[src/rtl/scr1_dmem_router.sv]
// LSU DMEM router: steers single-outstanding transactions to port1 (TCM window) or port0.
// Optional watchdog enabled by defining SCR1_DMEM_ROUTER_TIMEOUT_EN.
module scr1_dmem_router #(
    parameter logic [31:0] SCR1_PORT1_ADDR_MASK    = 32'hFFFF_0000,
    parameter logic [31:0] SCR1_PORT1_ADDR_PATTERN = 32'h0048_0000,
    parameter int unsigned SCR1_TIMEOUT_CYCLES     = 255
) (
    input  logic        clk,
    input  logic        rst,
    input  logic        dmem_req_i,
    input  logic        dmem_cmd_i,
    input  logic [1:0]  dmem_width_i,
    input  logic [31:0] dmem_addr_i,
    input  logic [31:0] dmem_wdata_i,
    output logic        dmem_req_ack_o,
    output logic [31:0] dmem_rdata_o,
    output logic [1:0]  dmem_resp_o,
    output logic        port0_req_o,
    output logic        port0_cmd_o,
    output logic [1:0]  port0_width_o,
    output logic [31:0] port0_addr_o,
    output logic [31:0] port0_wdata_o,
    input  logic        port0_req_ack_i,
    input  logic [31:0] port0_rdata_i,
    input  logic [1:0]  port0_resp_i,
    output logic        port1_req_o,
    output logic        port1_cmd_o,
    output logic [1:0]  port1_width_o,
    output logic [31:0] port1_addr_o,
    output logic [31:0] port1_wdata_o,
    input  logic        port1_req_ack_i,
    input  logic [31:0] port1_rdata_i,
    input  logic [1:0]  port1_resp_i
);

    localparam logic [1:0] RespIdle = 2'b00;
    localparam logic [1:0] RespOk   = 2'b01;
    localparam logic [1:0] RespEr   = 2'b10;

    if (SCR1_TIMEOUT_CYCLES < 1 || SCR1_TIMEOUT_CYCLES > 255) begin : g_bad_timeout
        $error("SCR1_TIMEOUT_CYCLES must be in 1..255");
    end

    typedef enum logic {StIdle, StWait} state_e;

    state_e      state_q, state_d;
    logic        sel_q, sel_d;
    logic        sel_comb;
    logic        blocked;
    logic        sel_ack;
    logic [1:0]  wait_resp;
    logic [31:0] wait_rdata;
    logic        port0_req, port1_req, req_ack;

    assign port0_cmd_o   = dmem_cmd_i;
    assign port0_width_o = dmem_width_i;
    assign port0_addr_o  = dmem_addr_i;
    assign port0_wdata_o = dmem_wdata_i;
    assign port1_cmd_o   = dmem_cmd_i;
    assign port1_width_o = dmem_width_i;
    assign port1_addr_o  = dmem_addr_i;
    assign port1_wdata_o = dmem_wdata_i;

    assign sel_comb   = (dmem_addr_i & SCR1_PORT1_ADDR_MASK) == SCR1_PORT1_ADDR_PATTERN;
    assign sel_ack    = sel_comb ? port1_req_ack_i : port0_req_ack_i;
    assign wait_resp  = sel_q ? port1_resp_i : port0_resp_i;
    assign wait_rdata = sel_q ? port1_rdata_i : port0_rdata_i;

    // Request-side outputs are forced low while reset is held.
    assign port0_req_o    = port0_req & ~rst;
    assign port1_req_o    = port1_req & ~rst;
    assign dmem_req_ack_o = req_ack & ~rst;

`ifdef SCR1_DMEM_ROUTER_TIMEOUT_EN
    localparam logic [7:0] TimeoutLast = 8'(SCR1_TIMEOUT_CYCLES - 1);

    logic [7:0] cnt_q, cnt_d;
    logic [1:0] stale_q, stale_d;
    logic       timeout_hit;

    assign blocked = stale_q[sel_comb];

    // A stale port's first non-idle response only retires its stale flag.
    always_comb begin
        stale_d[0] = stale_q[0] & (port0_resp_i == RespIdle);
        stale_d[1] = stale_q[1] & (port1_resp_i == RespIdle);
        if (timeout_hit) begin
            stale_d[sel_q] = 1'b1;
        end
    end

    always_ff @(posedge clk or posedge rst) begin
        if (rst) begin
            cnt_q   <= 8'd0;
            stale_q <= 2'b00;
        end else begin
            cnt_q   <= cnt_d;
            stale_q <= stale_d;
        end
    end
`else
    assign blocked = 1'b0;
`endif

    always_comb begin
        state_d      = state_q;
        sel_d        = sel_q;
        port0_req    = 1'b0;
        port1_req    = 1'b0;
        req_ack      = 1'b0;
        dmem_resp_o  = RespIdle;
        dmem_rdata_o = 32'd0;
`ifdef SCR1_DMEM_ROUTER_TIMEOUT_EN
        cnt_d       = cnt_q;
        timeout_hit = 1'b0;
`endif
        unique case (state_q)
            StIdle: begin
                port0_req = dmem_req_i & ~sel_comb & ~blocked;
                port1_req = dmem_req_i & sel_comb & ~blocked;
                req_ack   = sel_ack & ~blocked;
                if (dmem_req_i && req_ack) begin
                    state_d = StWait;
                    sel_d   = sel_comb;
`ifdef SCR1_DMEM_ROUTER_TIMEOUT_EN
                    cnt_d   = 8'd0;
`endif
                end
            end
            StWait: begin
                if (wait_resp != RespIdle) begin
                    // Undefined code 2'b11 is reported as an error.
                    dmem_resp_o  = (wait_resp == RespOk) ? RespOk : RespEr;
                    dmem_rdata_o = (wait_resp == RespOk) ? wait_rdata : 32'd0;
                    state_d      = StIdle;
                end
`ifdef SCR1_DMEM_ROUTER_TIMEOUT_EN
                else if (cnt_q == TimeoutLast) begin
                    dmem_resp_o = RespEr;
                    timeout_hit = 1'b1;
                    state_d     = StIdle;
                end else begin
                    cnt_d = cnt_q + 8'd1;
                end
`endif
            end
            default: state_d = StIdle;
        endcase
    end

    always_ff @(posedge clk or posedge rst) begin
        if (rst) begin
            state_q <= StIdle;
            sel_q   <= 1'b0;
        end else begin
            state_q <= state_d;
            sel_q   <= sel_d;
        end
    end

endmodule

[config.mk]
export PLATFORM = sky130hd
export DESIGN_NAME = scr1_dmem_router
export DESIGN_NICKNAME = d
export VERILOG_FILES = /design/src/rtl/scr1_dmem_router.sv
export SDC_FILE = /design/constraint.sdc
export NUM_CORES = 1
export LEC_CHECK = 0
export CORE_AREA = 4 4 120 122
export DETAILED_ROUTE_END_ITERATION = 10
export DIE_AREA = 0 0 124 126
export PLACE_DENSITY = 0.62
export SYNTH_ARGS = -nofsm -noshare
export SYNTH_HDL_FRONTEND = slang
export SYNTH_SLANG_ARGS = --single-unit
export TNS_END_PERCENT = 30
[constraint.sdc]
create_clock -name clk -period 1.2 [get_ports clk]
set_input_delay 0.12 -clock clk [delete_from_list [all_inputs] [get_ports clk]]
set_output_delay 0.12 -clock clk [all_outputs]
set_load 0.02 [all_outputs]
Word-level counts from Yosys, hierarchy flattened
Index checks and enable logic that the tools add are counted.

operators by class
  equality and inequality tests = 2
  muxes and demuxes = 15
  bitwise operators = 8
  reduce and logical (&&, ||, !) cells = 3

operator list
  operator                                                           count
  32-bit 2-to-1 mux                                                  4
  16-bit by 7-bit == test with 1-bit output (second input constant)  1
  2-bit 2-to-1 mux                                                   4
  1-bit 2-to-1 mux                                                   6
  1-bit AND                                                          5
  1-bit NOT                                                          3
  2-bit by 1-bit == test with 1-bit output (second input constant)   1
  1-bit one-hot mux with 2 select lines                              1
  2-bit AND reduction                                                1
  2-bit nonzero test                                                 1
  1-bit logical AND                                                  1

word-level totals
  flip-flop bits (word level) = 2
  input port bits = 140

Longest topological paths before layout
Gate-level depths: netlist (run 1).

  depth after elaboration = 5
  gate-level depth with buffers = 5
  depth with buffers taken out = 4

Least setup slack after synthesis (run 1)
No wires, ideal clock.

  path kind = input-to-output
  start point = input dmem_addr_i[26]
  end point = output dmem_req_ack_o
  arrival time = 1,180 ps
  setup slack = -100 ps
  cell stages on the path = 4
  buffers on the path = 0
  cell sequence = nor4_1 -> nand4_1 -> mux2i_1 -> nor3_1

on the way
  cells in the longest elaborated chain, start to end = 4

RTL lines
  item                                       line  source
  start, declared                            13    input logic [31:0] dmem_addr_i,
  16-bit by 7-bit == test with 1-bit output  64    assign sel_comb = (dmem_addr_i & SCR1_PORT1_ADDR_MASK) == SCR1_PORT1_ADDR_PATTERN;
  1-bit 2-to-1 mux                           65    assign sel_ack = sel_comb ? port1_req_ack_i : port0_req_ack_i;
  1-bit 2-to-1 mux                           117   unique case (state_q)
  1-bit AND                                  72    assign dmem_req_ack_o = req_ack & ~rst;
  end, declared                              15    output logic dmem_req_ack_o,

Every way passes these cells.

Worst setup path after layout (run 1)
  start point = register sel_q
  end point = output dmem_rdata_o[23]

on the way
  cells in the longest elaborated chain, start to end = 5
  elaborated cells between the ends (all ways) = 7
  those cells by class = eq/ne: 1; mux: 5; reduce/logical: 1

RTL lines
  item                                      line  source
  start, declared                           47    logic sel_q, sel_d;
  start signal, assigned                    157   sel_q <= sel_d;
  2-bit 2-to-1 mux                          66    assign wait_resp = sel_q ? port1_resp_i : port0_resp_i;
  2-bit by 1-bit == test with 1-bit output  134   dmem_rdata_o = (wait_resp == RespOk) ? wait_rdata : 32'd0;
  32-bit 2-to-1 mux                         134
  32-bit 2-to-1 mux (*)                     131   if (wait_resp != RespIdle) begin
  32-bit 2-to-1 mux (*)                     117
  end, declared                             16    output logic [31:0] dmem_rdata_o,

Mark *: on every way between the ends. The rest lies on a longest branch, timed or not.

==> results of run 1 <==
## worst min path at each step
stage / slack, ns / end / cells past startpoint
6_report: 0.24 / port0_addr_o[15] / 0
5_1_grt: 0.24 / port0_wdata_o[5] / 0
4_1_cts: 0.24 / port0_wdata_o[14] / 0
3_5_place_dp: 0.24 / port0_wdata_o[14] / 0
3_3_place_gp: 0.24 / port0_wdata_o[14] / 0
2_1_floorplan: -0.13 / sel_q / 1
## worst max-delay path, stage by stage, from the launching register on
cell and delay (ns):
dfrtp_2 0.42, a32o_2 0.29, nand2_8 0.15, clkbuf_16 0.20, nor2_4 0.04, buf_6 0.13
## cell usage after synthesis
master      n
a21oi_1     1
a32o_1      1
and3_1      1
buf_2       3
buf_4     138
dfrtp_1     2
inv_1       3
mux2i_1    34
nand2_1     3
nand2b_1    1
nand4_1     1
nor2_1     33
nor2b_1     2
nor3_1      3
nor3b_1     1
nor4_1      2
nor4b_2     2
o21ai_0     2
o21ai_1     1
## logic make-up after synthesis
logic type,synth area share
AO/OA/AOI/OAI,0.0175
AND/OR/NAND/NOR,0.135
multiplexers,0.199
flip-flops,0.0292
buffers and inverters,0.620
## metal layers
| metal | global-route usage | routed length [um] |
|---|---|---|
| met3 | 0.0632 | 1420 |
| met1 | 0.0539 | 1860 |
| met4 | 0.0490 | 437 |
| met2 | 0.167 | 4260 |
| met5 | 0 | 0 |
## timing repair
| action | 4_1_cts | 5_1_grt |
|---|---|---|
| setup buffers | 4 | 0 |
| pin swaps | 9 | 26 |
| setup endpoints to repair | 71 | 39 |
| resized for setup | 285 | 101 |
| gates cloned | 1 | 3 |
## power breakdown
group / switching [mW] / internal, mW / total (mW)
registers: 0.00608 / 0.0713 / 0.0773
clock network: 0.0833 / 0.438 / 0.521
logic: 0.353 / 0.512 / 0.864
## sequential cells by signal (all words and copies together), names as in the netlist
signal	cells
sel_q	1
state_q	1
## stage by stage
step	cells	utilization	TNS (ns)	area, um2	power [mW]
2_1_floorplan	234	-	-2.58	1720	0.842
3_3_place_gp	447	0.200	-36.40	2640	0.802
3_5_place_dp	447	0.200	-37.41	2640	0.813
4_1_cts	456	0.208	-12.52	2750	1.36
5_1_grt	459	0.244	-15.22	3220	1.52
6_report	459	0.244	-12.65	3220	1.46
## area by class of cell
type | instances | area (um2) | area share
inverter | 3 | 11.3 | 0.00350
multi-input combinational | 88 | 962 | 0.299
tap | 176 | 220 | 0.0684
clock buffer | 4 | 78.8 | 0.0245
sequential | 2 | 52.6 | 0.0163
timing repair buffer | 186 | 1890 | 0.588
==> flow_summary.json, run 1 <==
{
  "status": "finished, violations left",
  "violations": "negative setup slack",
  "endpoint_kind": "primary output",
  "rows": 42,
  "setup_ws_ns": -0.384,
  "grt_start_max_net_pins": 22,
  "cp.required_ns": 1.08,
  "finClkSkew_ns": 0.00255,
  "ant_nets": 0,
  "hold_ws_ns": 0.240,
  "cts_tree": "done",
  "portBuffers": 157,
  "initial_core_util": 0.130,
  "final_common_cell": "clkdlybuf4s50_1",
  "worst-setup-path-type": "reg -> out",
  "drc": 0,
  "fp.dieW_um": 124,
  "grt_setup_unrepaired": "true",
  "drt_iter0_drc": 33,
  "ctsHoldBuffers": 0,
  "synth_top_area_frac": 0.604,
  "cp.arrival_ns": 1.46,
  "finalSetupViolations": 39,
  "worst_r2r_endpoint": "state_q",
  "track_usage": 0.0862,
  "synth.area.top_cells": "buf_4 60%, mux2i_1 20%, nor2_1 7.2%, dfrtp_1 2.9%, nor4b_2 1.8%",
  "syn_area_per_cell_um2": 7.33,
  "gp_congestion": 0.772,
  "syn_area_um2": 1710,
  "yosys_warnings": 0,
  "wire_per_inst_um": 17.4,
  "clk_latency_ns": 0.22,
  "grt_first_pass_wirelength_um": 10100,
  "cts.sinks": 2,
  "cp-start-kind": "flip-flop",
  "hp-class": "in -> out",
  "dp_hpwl_um": 6340,
  "syn2layout_area_growth_pct": 87.7,
  "yosysTopAreaCell": "buf_4",
  "grt_pass1_vias": 1759,
  "die_area_um2": 15600,
  "worstMarginPinSlew_ns": 0.284,
  "hold_violations": 0,
  "num_vias": 1629,
  "layout_common_cells": "100 x clkdlybuf4s50_1, 38 x buf_6, 28 x nor2_4",
  "antenna_found_initial": 0,
  "fin_nets": 424,
  "critPathCapture": "dmem_rdata_o[23]",
  "peakVddDrop_mv": 0.280,
  "clk_path_buf_depth": 2,
  "netlist_instances": 234,
  "worstHoldStart": "dmem_addr_i[15]",
  "synth_seq_cells": 2,
  "clk_pin_slew_ns": 0.03,
  "routed_via_density": 3.55,
  "slew_headroom": 0.806,
  "die_h_um": 126,
  "leakagePower_nw": 1.19,
  "cts_buffers": 3,
  "htreeDepth": 1,
  "cap_violations": 0,
  "power_density_nw_per_um2": 454,
  "rr_startpoint": "sel_q",
  "fp.coreArea_um2": 13200,
  "drive_above_1_share": 0.491,
  "fin_crit_ns": 1.58,
  "io_pins": 311,
  "synth_seq_area_share": 0.0292,
  "num_antenna_cells": 0,
  "period_share": 1.32,
  "rrSetupSlack_ns": -0.04,
  "fmax_mhz": 632,
  "drtPass1Iterations": 4,
  "cts-root-buf": "clkbuf_16",
  "crit_fanout": 7,
  "fillers": 1423,
  "globalRoute.totalOverflow": 0,
  "dp_slack_ns": -0.975,
  "crit_start": "sel_q",
  "synth.distinct_cells": 19,
  "routed_wl_um": 7980,
  "reg2reg_depth": 5,
  "slew_viol_final": 0,
  "synth_nets": 374
}
(Power assumes the default switching activity.)
==> inputs of run 2 (changes only) <==
Settings changed: GPL_ROUTABILITY_DRIVEN from default to 1.
==> results of run 2 <==
No change in the layout: final DEF, timing and power equal those of run 1.
